[src/rtl/if_fetch_stage.sv]
// ----------------------------------------------------------------------------
// if_fetch_stage
// Instruction-fetch stage of a pipelined MIPS CPU. Owns the PC, drives the
// word address to instruction memory (which answers combinationally) and
// captures the returned word into the IF/ID pipeline register.
//
// Handles hazard stalls, branch/jump redirects with delay-slot semantics,
// IF/ID flushes, and redirects that arrive while the stage is stalled. A
// redirect seen during a stall is remembered and applied when the stall drops.
//
// Ports:
//   clk             pipeline clock, all state updates on posedge
//   rst             synchronous active-high reset
//   stall           hold PC and IF/ID
//   flush           replace IF/ID contents with a bubble
//   redirect_valid  branch taken / jump resolved in ID
//   redirect_target new fetch address
//   iaddr           fetch address to instruction memory (= PC register)
//   idata           instruction word from instruction memory, same cycle
//   id_instr        IF/ID instruction
//   id_pc           IF/ID PC of that instruction
//   id_pc4          IF/ID PC+4
//   id_valid        IF/ID holds a real instruction
//   misalign_err    one-cycle pulse: a non-word-aligned target was taken
//   fetch_count     number of instructions delivered to ID
// ----------------------------------------------------------------------------
module if_fetch_stage #(
    parameter logic [31:0] RESET_PC  = 32'h0000_0000,
    parameter logic [31:0] NOP_INSTR = 32'h0000_0000
) (
    input  logic        clk,
    input  logic        rst,
    input  logic        stall,
    input  logic        flush,
    input  logic        redirect_valid,
    input  logic [31:0] redirect_target,
    output logic [31:0] iaddr,
    input  logic [31:0] idata,
    output logic [31:0] id_instr,
    output logic [31:0] id_pc,
    output logic [31:0] id_pc4,
    output logic        id_valid,
    output logic        misalign_err,
    output logic [31:0] fetch_count
);

    logic [31:0] pc_q,          pc_d;
    logic        redir_pend_q,  redir_pend_d;
    logic [31:0] redir_tgt_q,   redir_tgt_d;
    logic [31:0] id_instr_q,    id_instr_d;
    logic [31:0] id_pc_q,       id_pc_d;
    logic [31:0] id_pc4_q,      id_pc4_d;
    logic        id_valid_q,    id_valid_d;
    logic        misalign_q,    misalign_d;
    logic [31:0] fetch_count_q, fetch_count_d;

    logic        eff_v_s;
    logic [31:0] eff_t_s;
    logic [31:0] pc_plus4_s;

    // Fetch address comes straight from the PC register; no input reaches it.
    assign iaddr        = pc_q;
    assign id_instr     = id_instr_q;
    assign id_pc        = id_pc_q;
    assign id_pc4       = id_pc4_q;
    assign id_valid     = id_valid_q;
    assign misalign_err = misalign_q;
    assign fetch_count  = fetch_count_q;

    // Effective redirect: a live request wins over a remembered one.
    always_comb begin
        eff_v_s    = redirect_valid | redir_pend_q;
        eff_t_s    = redirect_valid ? redirect_target : redir_tgt_q;
        pc_plus4_s = pc_q + 32'd4;
    end

    // PC and pending-redirect next state.
    always_comb begin
        pc_d         = pc_q;
        redir_pend_d = redir_pend_q;
        redir_tgt_d  = redir_tgt_q;
        misalign_d   = 1'b0;
        if (stall) begin
            // PC frozen; remember the newest redirect for when the stall drops.
            if (redirect_valid) begin
                redir_pend_d = 1'b1;
                redir_tgt_d  = redirect_target;
            end else begin
                redir_pend_d = redir_pend_q;
            end
        end else if (eff_v_s) begin
            // Low bits are forced to zero; a non-zero pair is reported.
            pc_d         = {eff_t_s[31:2], 2'b00};
            redir_pend_d = 1'b0;
            misalign_d   = (eff_t_s[1:0] != 2'b00);
        end else begin
            pc_d = pc_plus4_s;
        end
    end

    // IF/ID next state. The word at iaddr is the delay slot and is kept even
    // when a redirect is taken; only flush turns it into a bubble.
    always_comb begin
        id_instr_d    = id_instr_q;
        id_pc_d       = id_pc_q;
        id_pc4_d      = id_pc4_q;
        id_valid_d    = id_valid_q;
        fetch_count_d = fetch_count_q;
        if (flush) begin
            id_instr_d = NOP_INSTR;
            id_valid_d = 1'b0;
        end else if (stall) begin
            id_valid_d = id_valid_q;
        end else begin
            id_instr_d    = idata;
            id_pc_d       = pc_q;
            id_pc4_d      = pc_plus4_s;
            id_valid_d    = 1'b1;
            fetch_count_d = fetch_count_q + 32'd1;
        end
    end

    // State registers with synchronous reset that overrides all inputs.
    always_ff @(posedge clk) begin
        if (rst) begin
            pc_q          <= RESET_PC;
            redir_pend_q  <= 1'b0;
            redir_tgt_q   <= 32'h0000_0000;
            id_instr_q    <= NOP_INSTR;
            id_pc_q       <= 32'h0000_0000;
            id_pc4_q      <= 32'h0000_0000;
            id_valid_q    <= 1'b0;
            misalign_q    <= 1'b0;
            fetch_count_q <= 32'h0000_0000;
        end else begin
            pc_q          <= pc_d;
            redir_pend_q  <= redir_pend_d;
            redir_tgt_q   <= redir_tgt_d;
            id_instr_q    <= id_instr_d;
            id_pc_q       <= id_pc_d;
            id_pc4_q      <= id_pc4_d;
            id_valid_q    <= id_valid_d;
            misalign_q    <= misalign_d;
            fetch_count_q <= fetch_count_d;
        end
    end

endmodule
[config.mk]
export PLATFORM = sky130hd
export DESIGN_NAME = if_fetch_stage
export DESIGN_NICKNAME = d
export VERILOG_FILES = /design/src/rtl/if_fetch_stage.sv
export SDC_FILE = /design/constraint.sdc
export NUM_CORES = 1
export LEC_CHECK = 0
export BUFFER_PORTS_ARGS = -buffer_cell sky130_fd_sc_hd__buf_2
export CORE_ASPECT_RATIO = 0.7
export CORE_MARGIN = 3
export CORE_UTILIZATION = 54
export CTS_BUF_LIST = sky130_fd_sc_hd__clkbuf_8
export DETAILED_ROUTE_END_ITERATION = 7
export GPL_TIMING_DRIVEN = 0
export PLACE_DENSITY = 0.82
export SETUP_SLACK_MARGIN = 0.5
export SYNTH_ARGS = -nofsm -noshare
export SYNTH_HDL_FRONTEND = slang
export SYNTH_SLANG_ARGS = --single-unit
[constraint.sdc]
create_clock -name clk -period 2.9 [get_ports clk]
set_clock_uncertainty 0.1 [all_clocks]
set_input_delay 0.29 -clock clk [delete_from_list [all_inputs] [get_ports clk]]
set_output_delay 0.29 -clock clk [all_outputs]
set_load 0.03 [all_outputs]
==> After elaboration in Yosys (flattened, before gate mapping) <==
Index checks and enable logic that the tools add are counted.
{ "totals": {"regBits": 195, "inputBits": 69, "out_inout_bits": 162, "elab_cells": 27} }
{ "op_classes": {"n_addsub": 2, "n_eq_ne": 1, "mux": 5, "n_bitwise": 4, "n_reduce_logical": 6} }
{ "op_table": {"columns": ["op", "count"], "rows": [
  ["$mux 32", 2],
  ["$add 32x1->32 const B", 1],
  ["$add 32x3->32 const B", 1],
  ["$reduce_and 2->1", 2],
  ["$reduce_bool 2->1", 2],
  ["$mux 1", 3],
  ["$not 1->1", 3],
  ["$reduce_or 3->1", 1],
  ["$ne 2x1->1 const B", 1],
  ["$reduce_or 2->1", 1],
  ["$or 1x1->1", 1]
]} }

==> Longest topological paths before layout <==
{ "logic_depth": {"ltp_word": 3, "depth_mapped": 8, "ltp_nobuf": 6} }

==> Worst setup path after synthesis <==
No wires, ideal clock.
{ "synth_path": {"path_kind": "register -> register", "from": "register pc_q[5] (netlist: iaddr[5])", "to": "register pc_q[29] (netlist: iaddr[29])", "setup_time_ns": 0.070, "t_arrival_ns": 2.341, "required_ns": 2.730, "slack_ns": 0.388, "stages_incl_launch_ff": 8, "n_path_buf": 2, "period_less_slack_ns": 2.512, "path_cell_list": "dfxtp_1 buf_2 nand4_4 or4_1 buf_4 nor4_2 mux2_2 a21oi_1"} }
{ "synth_via": {"elab_chain_len": 2} }
{ "synth_rtl": {"columns": ["element", "line_no", "rtl"], "rows": [
  ["from (decl)", "47", "logic [31:0] pc_q, pc_d;"],
  ["from (signal assigned)", "136", "pc_q <= pc_d;"],
  ["$add 32x3->32", "74", "pc_plus4_s = pc_q + 32'd4;"],
  ["$mux 32", "91", "end else if (eff_v_s) begin"]
]} }
No other way between the ends.
A chain may end at the register's enable or synchronous reset.

==> Worst setup path in the final report <==
{ "layout_path": {"from": "register pc_q[3] (netlist: iaddr[3])", "to": "register pc_q[22] (netlist: iaddr[22])"} }
Same word-level chain as after synthesis.

==> results.txt <==
status - complete, no violations
initial standard-cell utilization of the core - 0.5619
critical path peak fanout - 6
number of global-route vias before repair - 8,620
Final Max Slew Viols - 0
CP Capture Type - flip-flop
Via density - 5.869
CP startpoint kind - flip-flop
clock buffer depth - 2
sequential area share after synthesis - 0.4489
Cells after DPL - 1,468
cts bufs inserted - 17
IO buf count - 222
Area contributors post-synth - dfxtp_1 45%, nand2_1 8.6%, a21oi_1 6.1%, nor2_1 5.2%, mux2i_1 4.5%
area used by multi-input combinational logic - 0.004314 mm2
dominant cell type by area after synthesis - dfxtp_1
initial antenna violation count - 0
hold path startpoint - redirect_target[4]
Top FF cell, synth - dfxtp_1
WL final - 30,270 um
Post-Synthesis Cells - 1,046
Antenna Nets Post-Route - 0
placed instance area - 0.009809 mm2
H-tree depth - 4
Worst Hold Class - input pin to flip-flop
maximum clock rate - 425.9 MHz
fill count - 1,161
initial DRC count - 1,089
fin cells - 1,569
worst-margin pin slew - 0.7779 ns
Net Sw Power - 1.725 mW
unrepaired setup endpoints after global routing - false
DIE AREA - 0.01717 mm2
post-synth top area share - 0.4489
MaxCap Viol Count - 0
vias - 9,209
first-pass GRT wire length - 46,910 um
final setup fails - 0
Period Utilization, post-route - 0.8096
share of cells above drive strength 1 - 0.2293
GR Util met2 - 0.5147
diode count - 0
dpl hpwl - 20,320 um
Slew HR - 0.4814
fin nets - 1,432
Die Wd - 155.3 um
CTS tree - built
row count - 37
combinational power share - 0.160
met1 GRT Util - 0.4679
total grt overflow - 0
Reg power frac - 0.511
Distinct cells, synth - 62
P_int - 3.720 mW
average size of a mapped cell - 8.057 um2
Yosys reg bits - 189
Sw Ratio - 0.3168
Layout area overhead - 30.52%
commonest cells in the netlist - 193 x nand2_1, 189 x dfxtp_1, 116 x nor2_1
register area - 0.003797 mm2
cell area after synthesis - 0.008428 mm2
ys async rst share - 0
power density over the cells - 495.0 mW/mm2
Worst IR Drop VDD - 0.0002709 V
Worst Setup SP - iaddr[3]
All-Layer GR Usage - 0.3428
Syn. warnings - 0
cell area after layout - 0.01100 mm2
Avg WL per Cell - 19.29 um
M3 GR Usage - 0.09048
clock sinks - 189
Final Wtd Congestion - 0.9742
WP data arrival - 2.60 ns
pin count of the biggest net entering global routing - 20
Core ar. - 0.01500 mm2
Die H - 110.5 um
Setup TNS - 0 ns
top-count cell post-synth - nand2_1
DRC viols - 0
Initial DRT Pass Iterations - 6
Root Driver - clkbuf_8
worst r2r src - iaddr[3]
clock period minus worst slack - 2.348 ns
Clock Power Share - 0.328
Top Ports - 231
CP required - 3.15 ns
final core occ - 0.7334
CTS clk-pin slew, worst paths - 0.10 ns
GR peak layer - met2
Post-synth EDFFs - 0
Final Hold Fails - 0
worst skew pair latency - 0.47 ns
Setup Crit Path Kind - flip-flop to flip-flop
total leakage power - 4.618 nW
layout by cell type, fill, tap and decap left out, types with 12 or more instances in the layout:
| cell type | instances |
|---|---|
| nand2_1 | 190 |
| o21ai_0 | 43 |
| xor2_1 | 21 |
| a21oi_1 | 102 |
| or3_1 | 17 |
| nand4_1 | 22 |
| xnor2_1 | 24 |
| a211oi_1 | 27 |
| nor2_1 | 116 |
| and3_1 | 14 |
| clkbuf_1 | 73 |
| nand3_1 | 23 |
| inv_1 | 12 |
| dfxtp_1 | 178 |
| buf_2 | 223 |
| clkbuf_8 | 17 |
| dlygate4sd3_1 | 63 |
| mux2i_1 | 38 |
| buf_4 | 14 |
critical path: stages, from the launching register on:
cell and delay [ns]:
dfxtp_1 0.57, ha_2 0.35, and2_0 0.14, clkbuf_2 0.22, nand2_2 0.20, nor3_4 0.30, nor4b_1 0.09, a211o_1 0.27
registers in the layout (all words and copies together) (netlist names):
name	flops
id_instr	32
id_pc4	30
redir_tgt_q	32
id_valid	1
fetch_count	32
redir_pend_q	1
iaddr	30
id_pc	30
misalign_err	1
power groups by stage:
stage	sequential (mW)	clock [mW]	combinational, mW
after floorplan	2.96	0	0.352
after global placement	2.83	0	0.756
after CTS	2.77	1.78	0.836
after global routing	2.79	1.89	0.929
final	2.78	1.79	0.874
after detailed placement	2.83	0	0.767
per-stage QoR:
stage | setup WS [ns] | hold slack [ns] | total power, mW
after floorplan | 0.5006 | 0.3260 | 3.316
final | 0.5520 | 0.1875 | 5.445
after CTS | 0.5445 | 0.1583 | 5.390
after detailed placement | 0.1365 | 0.3431 | 3.599
after global placement | 0.2552 | 0.3354 | 3.585
after global routing | 0.4956 | 0.1772 | 5.608
kinds of logic (layout without fill, tap and decap cells):
family,after synthesis,count (layout),share of synthesized area
xor+xnor,45,45,0.04676
simple gates,443,443,0.2444
flops,189,189,0.4489
compound gates,220,220,0.1562
mux,41,41,0.04914
buf+inv,105,428,0.05122
fa+ha+maj,2,2,0.002969
other cells,1,6,0.0004449
area by class of cell:
cell class / instances / area share
tap: 195 / 0.02218
buffer: 92 / 0.03640
timing repair buffer: 291 / 0.1624
inverter: 13 / 0.004436
clock buffer: 17 / 0.02127
clock inverter: 15 / 0.01592
sequential: 189 / 0.3452
multi-input combinational: 757 / 0.3922
worst paths after layout:
| check | to | cells past startpoint | slack [ns] |
|---|---|---|---|
| max reg2reg | iaddr[22] | 7 | 0.55 |
| min reg2reg | id_pc[18] | 2 | 0.36 |
| max | iaddr[22] | 7 | 0.55 |
| min | redir_tgt_q[4] | 3 | 0.19 |
repair_timing:
| item | CTS | global route |
|---|---|---|
| cloned | 0 | 0 |
| resized for setup | 15 | 19 |
| setup buffers | 1 | 5 |
| setup endpoints to repair | 27 | 26 |
| hold buffers | 63 | 0 |
| pin swaps | 2 | 1 |
| endpoints found under the hold margin | 63 | 0 |
routing by layer:
metal  wire length, um  vias to the layer above
met3              3904                      110
met1             12250                     4215
li1                  -                     4225
met5                 0                        -
met2             12910                      659
met4              1199                        0
Note: power is estimated with default switching activity, not from simulation.
